<file path="src/rtl/p405s_trc_pkg.sv">
// Shared trace FIFO constants and helpers, used by the control stage and the storage array.
package p405s_trc_pkg;

  localparam int unsigned TRC_FIFO_DEPTH = 16;
  localparam int unsigned TRC_FIFO_AW    = 4;
  localparam int unsigned TRC_FIFO_HWM   = 12;

  // Accepted operation for one cycle, after full/empty/flush qualification.
  typedef enum logic [1:0] {
    TRC_OP_IDLE = 2'b00,
    TRC_OP_PUSH = 2'b01,
    TRC_OP_POP  = 2'b10,
    TRC_OP_BOTH = 2'b11
  } trc_op_e;

  // One-hot line select; bit n of the result selects array line n.
  function automatic logic [0:TRC_FIFO_DEPTH-1] trc_line_sel(
    input logic [TRC_FIFO_AW-1:0] ptr
  );
    logic [0:TRC_FIFO_DEPTH-1] sel;
    sel      = '0;
    sel[ptr] = 1'b1;
    return sel;
  endfunction

endpackage

</file>
<file path="src/rtl/p405s_trc_fifo_ptr.sv">
// Wrapping trace FIFO pointer: advances by one per enabled cycle, sync clear has priority.
module p405s_trc_fifo_ptr
  import p405s_trc_pkg::*;
(
  input  logic                   i_clk,
  input  logic                   i_rst,
  input  logic                   i_adv,
  input  logic                   i_clr,
  output logic [TRC_FIFO_AW-1:0] o_ptr
);

  logic [TRC_FIFO_AW-1:0] r_ptr;

  always_ff @(posedge i_clk or posedge i_rst) begin
    if (i_rst)
      r_ptr <= '0;
    else if (i_clr)
      r_ptr <= '0;
    else if (i_adv)
      r_ptr <= r_ptr + TRC_FIFO_AW'(1);
  end

  assign o_ptr = r_ptr;

endmodule

</file>
<file path="src/rtl/p405s_trc_fifo_ctl.sv">
// Trace FIFO control: write-enable decode, read address, occupancy and status for the 16-line array.
module p405s_trc_fifo_ctl
  import p405s_trc_pkg::*;
(
  input  logic        CB,
  input  logic        resetCore,
  input  logic        trcPush,
  input  logic        trcPop,
  input  logic        trcFlush,
  output logic [0:15] trcFifoE1,
  output logic [0:3]  fifoRdAddrL2,
  output logic        trcFifoValid,
  output logic        trcFifoFull,
  output logic        trcFifoHwm,
  output logic        trcFifoOvfl,
  output logic [0:4]  trcFifoCount
);

  logic [TRC_FIFO_AW:0]   r_count;
  logic                   r_ovfl;
  logic [TRC_FIFO_AW-1:0] w_wr_ptr;
  logic [TRC_FIFO_AW-1:0] w_rd_ptr;
  logic                   w_full;
  logic                   w_valid;
  logic                   w_push_ok;
  logic                   w_pop_ok;
  trc_op_e                w_op;

  assign w_full    = (r_count == (TRC_FIFO_AW+1)'(TRC_FIFO_DEPTH));
  assign w_valid   = (r_count != '0);
  // Full/valid come from the registered count, so a same-cycle pop never makes room for a push.
  assign w_push_ok = trcPush & ~w_full & ~trcFlush;
  assign w_pop_ok  = trcPop & w_valid & ~trcFlush;

  always_comb begin
    w_op = TRC_OP_IDLE;
    unique case ({w_pop_ok, w_push_ok})
      2'b01:   w_op = TRC_OP_PUSH;
      2'b10:   w_op = TRC_OP_POP;
      2'b11:   w_op = TRC_OP_BOTH;
      default: w_op = TRC_OP_IDLE;
    endcase
  end

  p405s_trc_fifo_ptr u_wr_ptr (
    .i_clk (CB),
    .i_rst (resetCore),
    .i_adv (w_push_ok),
    .i_clr (trcFlush),
    .o_ptr (w_wr_ptr)
  );

  p405s_trc_fifo_ptr u_rd_ptr (
    .i_clk (CB),
    .i_rst (resetCore),
    .i_adv (w_pop_ok),
    .i_clr (trcFlush),
    .o_ptr (w_rd_ptr)
  );

  always_ff @(posedge CB or posedge resetCore) begin
    if (resetCore) begin
      r_count <= '0;
      r_ovfl  <= 1'b0;
    end else if (trcFlush) begin
      r_count <= '0;
      r_ovfl  <= 1'b0;
    end else begin
      unique case (w_op)
        TRC_OP_PUSH: r_count <= r_count + (TRC_FIFO_AW+1)'(1);
        TRC_OP_POP:  r_count <= r_count - (TRC_FIFO_AW+1)'(1);
        default:     r_count <= r_count;
      endcase
      if (trcPush && w_full)
        r_ovfl <= 1'b1;
    end
  end

  // Reset gates the enables so an in-flight push is never captured by the array.
  always_comb begin
    trcFifoE1 = '0;
    if (!resetCore && w_push_ok)
      trcFifoE1 = trc_line_sel(w_wr_ptr);
  end

  assign fifoRdAddrL2 = w_rd_ptr;
  assign trcFifoValid = w_valid;
  assign trcFifoFull  = w_full;
  assign trcFifoHwm   = (r_count >= (TRC_FIFO_AW+1)'(TRC_FIFO_HWM));
  assign trcFifoOvfl  = r_ovfl;
  assign trcFifoCount = r_count;

endmodule

</file>
<file path="config.mk">
export PLATFORM = sky130hd
export DESIGN_NAME = p405s_trc_fifo_ctl
export DESIGN_NICKNAME = d
export VERILOG_FILES = /design/src/rtl/p405s_trc_pkg.sv /design/src/rtl/p405s_trc_fifo_ptr.sv /design/src/rtl/p405s_trc_fifo_ctl.sv
export SDC_FILE = /design/constraint.sdc
export NUM_CORES = 1
export LEC_CHECK = 0
export CAP_MARGIN = 20
export CORE_ASPECT_RATIO = 0.7
export CORE_MARGIN = 2
export CORE_UTILIZATION = 50
export DETAILED_ROUTE_END_ITERATION = 12
export PLACE_DENSITY_LB_ADDON = 0.3
export SETUP_SLACK_MARGIN = 0.02
export SLEW_MARGIN = 20
export SYNTH_ARGS = -nofsm -noshare
export SYNTH_HDL_FRONTEND = slang
export SYNTH_SLANG_ARGS = --single-unit
</file>
<file path="constraint.sdc">
create_clock -name CB -period 9.06 [get_ports CB]
set_clock_uncertainty 0.2 [all_clocks]
set_input_delay 1.812 -clock CB [delete_from_list [all_inputs] [get_ports CB]]
set_output_delay 1.812 -clock CB [all_outputs]
set_load 0.005 [all_outputs]
</file>
==> reports/qor.json <==
{
  "detailed_routing": {
    "final_antenna_net_count": 0,
    "route.detailed.wl_per_inst_um": 14.53,
    "viasPerCell": 5.704,
    "drt_first_pass_iters": 5,
    "drt_iter0_drc": 73,
    "via_count": 1118,
    "finalWirelength_um": 2847,
    "drt_drc_violations_left": 0
  },
  "sta": {
    "drv_slew": 0,
    "hold_ws_ps": 343.1,
    "period_minus_slack_ps": 6494,
    "timing_hold_violations_final": 0,
    "timing.max_slew.rel_slack_pct": 37.45,
    "worstMarginPinSlew_ps": 914.7,
    "grt_setup_unrepaired": "no",
    "final_min_period_over_clock_period_pct": 71.67,
    "max_freq_ghz": 0.1540,
    "setup_violation_total_in_the_final_timing_report": 0,
    "fin_tns_setup_ps": 0
  },
  "placed_design": {
    "placer_congestion": 0.8941,
    "placement.io_buffers": 33,
    "post-dp-hpwl_um": 2171
  },
  "cts": {
    "hold_buffers": 0,
    "cts.reportedPaths.clkPinSlew_ps": 90,
    "cts_tree": "yes",
    "clock_path_buffers": 2,
    "clock-root-buffer": "sky130_fd_sc_hd__clkbuf_4",
    "ctsResizeCount": 0,
    "number_of_buffers_created_by_cts": 3,
    "clock_tree.htree_level_count": 1,
    "clock-sinks": 14,
    "cts.repair_timing.setup_buffer_count": 0,
    "clk-insertion-delay-late_ps": 290
  },
  "logic_synthesis": {
    "syn_nets": 149,
    "post_synthesis_compound_gate_area_fraction_pct": 15.85,
    "most_used_flip_flop_cell_after_synthesis": "sky130_fd_sc_hd__dfrtp_1",
    "synth.mux.area_fraction_pct": 6.541,
    "synth_sequential_area_ratio_pct": 31.04,
    "synth_largest_type_area_fraction_pct": 31.04,
    "synthesis.instances": 137,
    "synth-async-reset-ratio_pct": 100.0,
    "synthXorXnorAreaFrac_pct": 5.432,
    "yosys.cell_types.count": 39,
    "synth-edff-count": 0,
    "largest_family_of_logic_cells_by_synthesized_area": "simple AND/OR/NAND/NOR gates",
    "syn_area_per_cell_um2": 8.238,
    "post_synth_main_area_contributors": "sky130_fd_sc_hd__dfrtp_1 (31%), sky130_fd_sc_hd__nor2_1 (8.6%), sky130_fd_sc_hd__ha_1 (7.8%)",
    "yosys_register_bits": 14,
    "yosys.area.top_type": "sky130_fd_sc_hd__dfrtp_1",
    "post_synth_simple_gate_area_pct": 26.61,
    "synth_area_um2": 1129,
    "yosys.area_share.adder_pct": 7.761,
    "yosys_warnings": 0
  },
  "power_and_ir_drop": {
    "power_switching_w": 0.0001306,
    "power-per-cell-area_nw_per_um2": 215.0,
    "leak_pwr_nw": 0.6005,
    "p_seq_share_pct": 33.9,
    "intPower_w": 0.0001878,
    "power_frac_comb_pct": 51.8,
    "irDropWorstVdd_mv": 0.1750,
    "switching_share_pct": 41.02,
    "clockPowerShare_pct": 14.3
  },
  "global_route": {
    "overflow": 0,
    "grt_util_all_layers_pct": 23.98,
    "via_count_of_the_first_global_routing_pass": 1054,
    "grt_start_max_net_pins": 21,
    "wire_length_of_the_first_global_routing_pass_um": 4761,
    "antenna_found_initial": 0
  },
  "floorplanning": {
    "core_um2": 2137,
    "dieHeight_um": 43.75,
    "die_ar_um2": 2659,
    "die-width_um": 60.79,
    "initial_utilization_pct": 52.81,
    "rows": 14,
    "ios": 34
  },
  "flow_run": {
    "max_cap_viol_count": 0
  },
  "worst_setup_path": {
    "cp.arrival_ps": 4480,
    "endpoint_kind": "output port",
    "setup_crit_start_kind": "primary input",
    "crit_path_max_fanout": 20,
    "criticalPathCategory": "primary input to output port",
    "worst_ep_required_time_ps": 7050
  },
  "layout": {
    "antenna_cells_inserted": 0,
    "mostFrequentLayoutCell": "sky130_fd_sc_hd__clkdlybuf4s50_1",
    "layout.nets": 177,
    "final_layout_size_suffix_gt1_share_pct": 6.098,
    "layout.cells.most_common_list": "sky130_fd_sc_hd__clkdlybuf4s50_1 (33), sky130_fd_sc_hd__nor2_1 (26), sky130_fd_sc_hd__dfrtp_1 (14)",
    "area_delta_synth_final_pct": 31.26
  },
  "outcome": {
    "status": "complete, no violations"
  },
  "hold_path": {
    "hp-class": "flip-flop to flip-flop"
  }
}
==> worst max-delay path, cell delays in order <==
cell and delay, ps:
sky130_fd_sc_hd__clkdlybuf4s50_1 740, sky130_fd_sc_hd__a2111oi_0 910, sky130_fd_sc_hd__nand2_1 280, sky130_fd_sc_hd__nor3_1 200, sky130_fd_sc_hd__clkdlybuf4s50_1 530
==> Yosys cell counts, types with 2 or more instances <==
cell	count
sky130_fd_sc_hd__nand2b_1	3
sky130_fd_sc_hd__o211ai_1	3
sky130_fd_sc_hd__dfrtp_1	14
sky130_fd_sc_hd__clkbuf_1	7
sky130_fd_sc_hd__inv_1	6
sky130_fd_sc_hd__or3_1	2
sky130_fd_sc_hd__o21ai_0	4
sky130_fd_sc_hd__mux2_2	2
sky130_fd_sc_hd__ha_1	7
sky130_fd_sc_hd__o21a_1	2
sky130_fd_sc_hd__nor2_1	26
sky130_fd_sc_hd__buf_6	2
sky130_fd_sc_hd__xor2_1	4
sky130_fd_sc_hd__nand2_1	11
sky130_fd_sc_hd__mux2i_1	4
sky130_fd_sc_hd__a31oi_1	2
sky130_fd_sc_hd__nor3_1	5
sky130_fd_sc_hd__xnor2_1	3
sky130_fd_sc_hd__a21oi_1	6
sky130_fd_sc_hd__nor2b_1	2
sky130_fd_sc_hd__nand3_1	4
==> area by class of cell <==
class | count | area (um^2)
Sequential cell | 14 | 350.3
Clock buffer | 4 | 36.28
Tap cell | 32 | 40.04
Multi-Input combinational cell | 107 | 701.9
Inverter | 6 | 22.52
Timing Repair Buffer | 33 | 330.3
Fill cell | 172 | 655.6
==> flip-flops by register name, indices dropped and copies added (netlist names) <==
name,flops
u_wr_ptr.o_ptr,4
u_rd_ptr.o_ptr,4
trcFifoOvfl,1
trcFifoCount,5
==> power groups by stage <==
| stage | combinational (W) | sequential (W) | clock [W] |
|---|---|---|---|
| 2_1_floorplan | 0.000129 | 0.0000936 | 0 |
| 3_3_place_gp | 0.000160 | 0.000106 | 0 |
| 3_5_place_dp | 0.000162 | 0.000109 | 0 |
| 4_1_cts | 0.000164 | 0.000107 | 0.0000464 |
| 5_1_grt | 0.000183 | 0.000111 | 0.0000498 |
| 6_report | 0.000165 | 0.000108 | 0.0000455 |
==> metal layers <==
metal	vias up	routed length (um)	share of wire (%)	track usage (%)
met2	41	1367	48	40.43
met3	4	186	6.5	7.463
met4	0	36	1.3	3.913
li1	535	-	-	-
met5	-	0	0	0
met1	538	1256	44	30.84
==> per-stage QoR <==
step	utilization [%]	cells	cell area (um^2)	setup slack, ps	total power [W]
after global placement	67.62	192	1445	2720	0.0002659
after CTS	69.32	196	1481	2615	0.0003177
after global routing	69.32	196	1481	2273	0.0003444
final	69.32	196	1481	2566	0.0003185
after detailed placement	67.62	192	1445	2626	0.0002707
after floorplan	-	137	1129	3907	0.0002221
==> path summary, 6_finish.rpt <==
path	startpoint	end	slack [ps]	cells after the start
max in group asynchronous	resetCore	u_wr_ptr.o_ptr[3]	6590	2
worst max register to register	trcFifoCount[3]	trcFifoCount[0]	5980	8
worst min-delay path	trcFifoOvfl	trcFifoOvfl	340	2
worst max-delay path	trcFlush	trcFifoE1[0]	2570	5
min in group asynchronous	resetCore	u_wr_ptr.o_ptr[2]	1710	2
worst min register to register	trcFifoOvfl	trcFifoOvfl	340	2
==> logic make-up (layout without fill, tap and decap cells) <==
logic type      count (synthesis)  after routing
buf+inv                        16             43
compound gates                 26             26
simple gates                   60             60
xor+xnor                        7              7
mux                             7              7
flops                          14             14
fa+ha+maj                       7              7
Power figures use the tool's default switching activity.
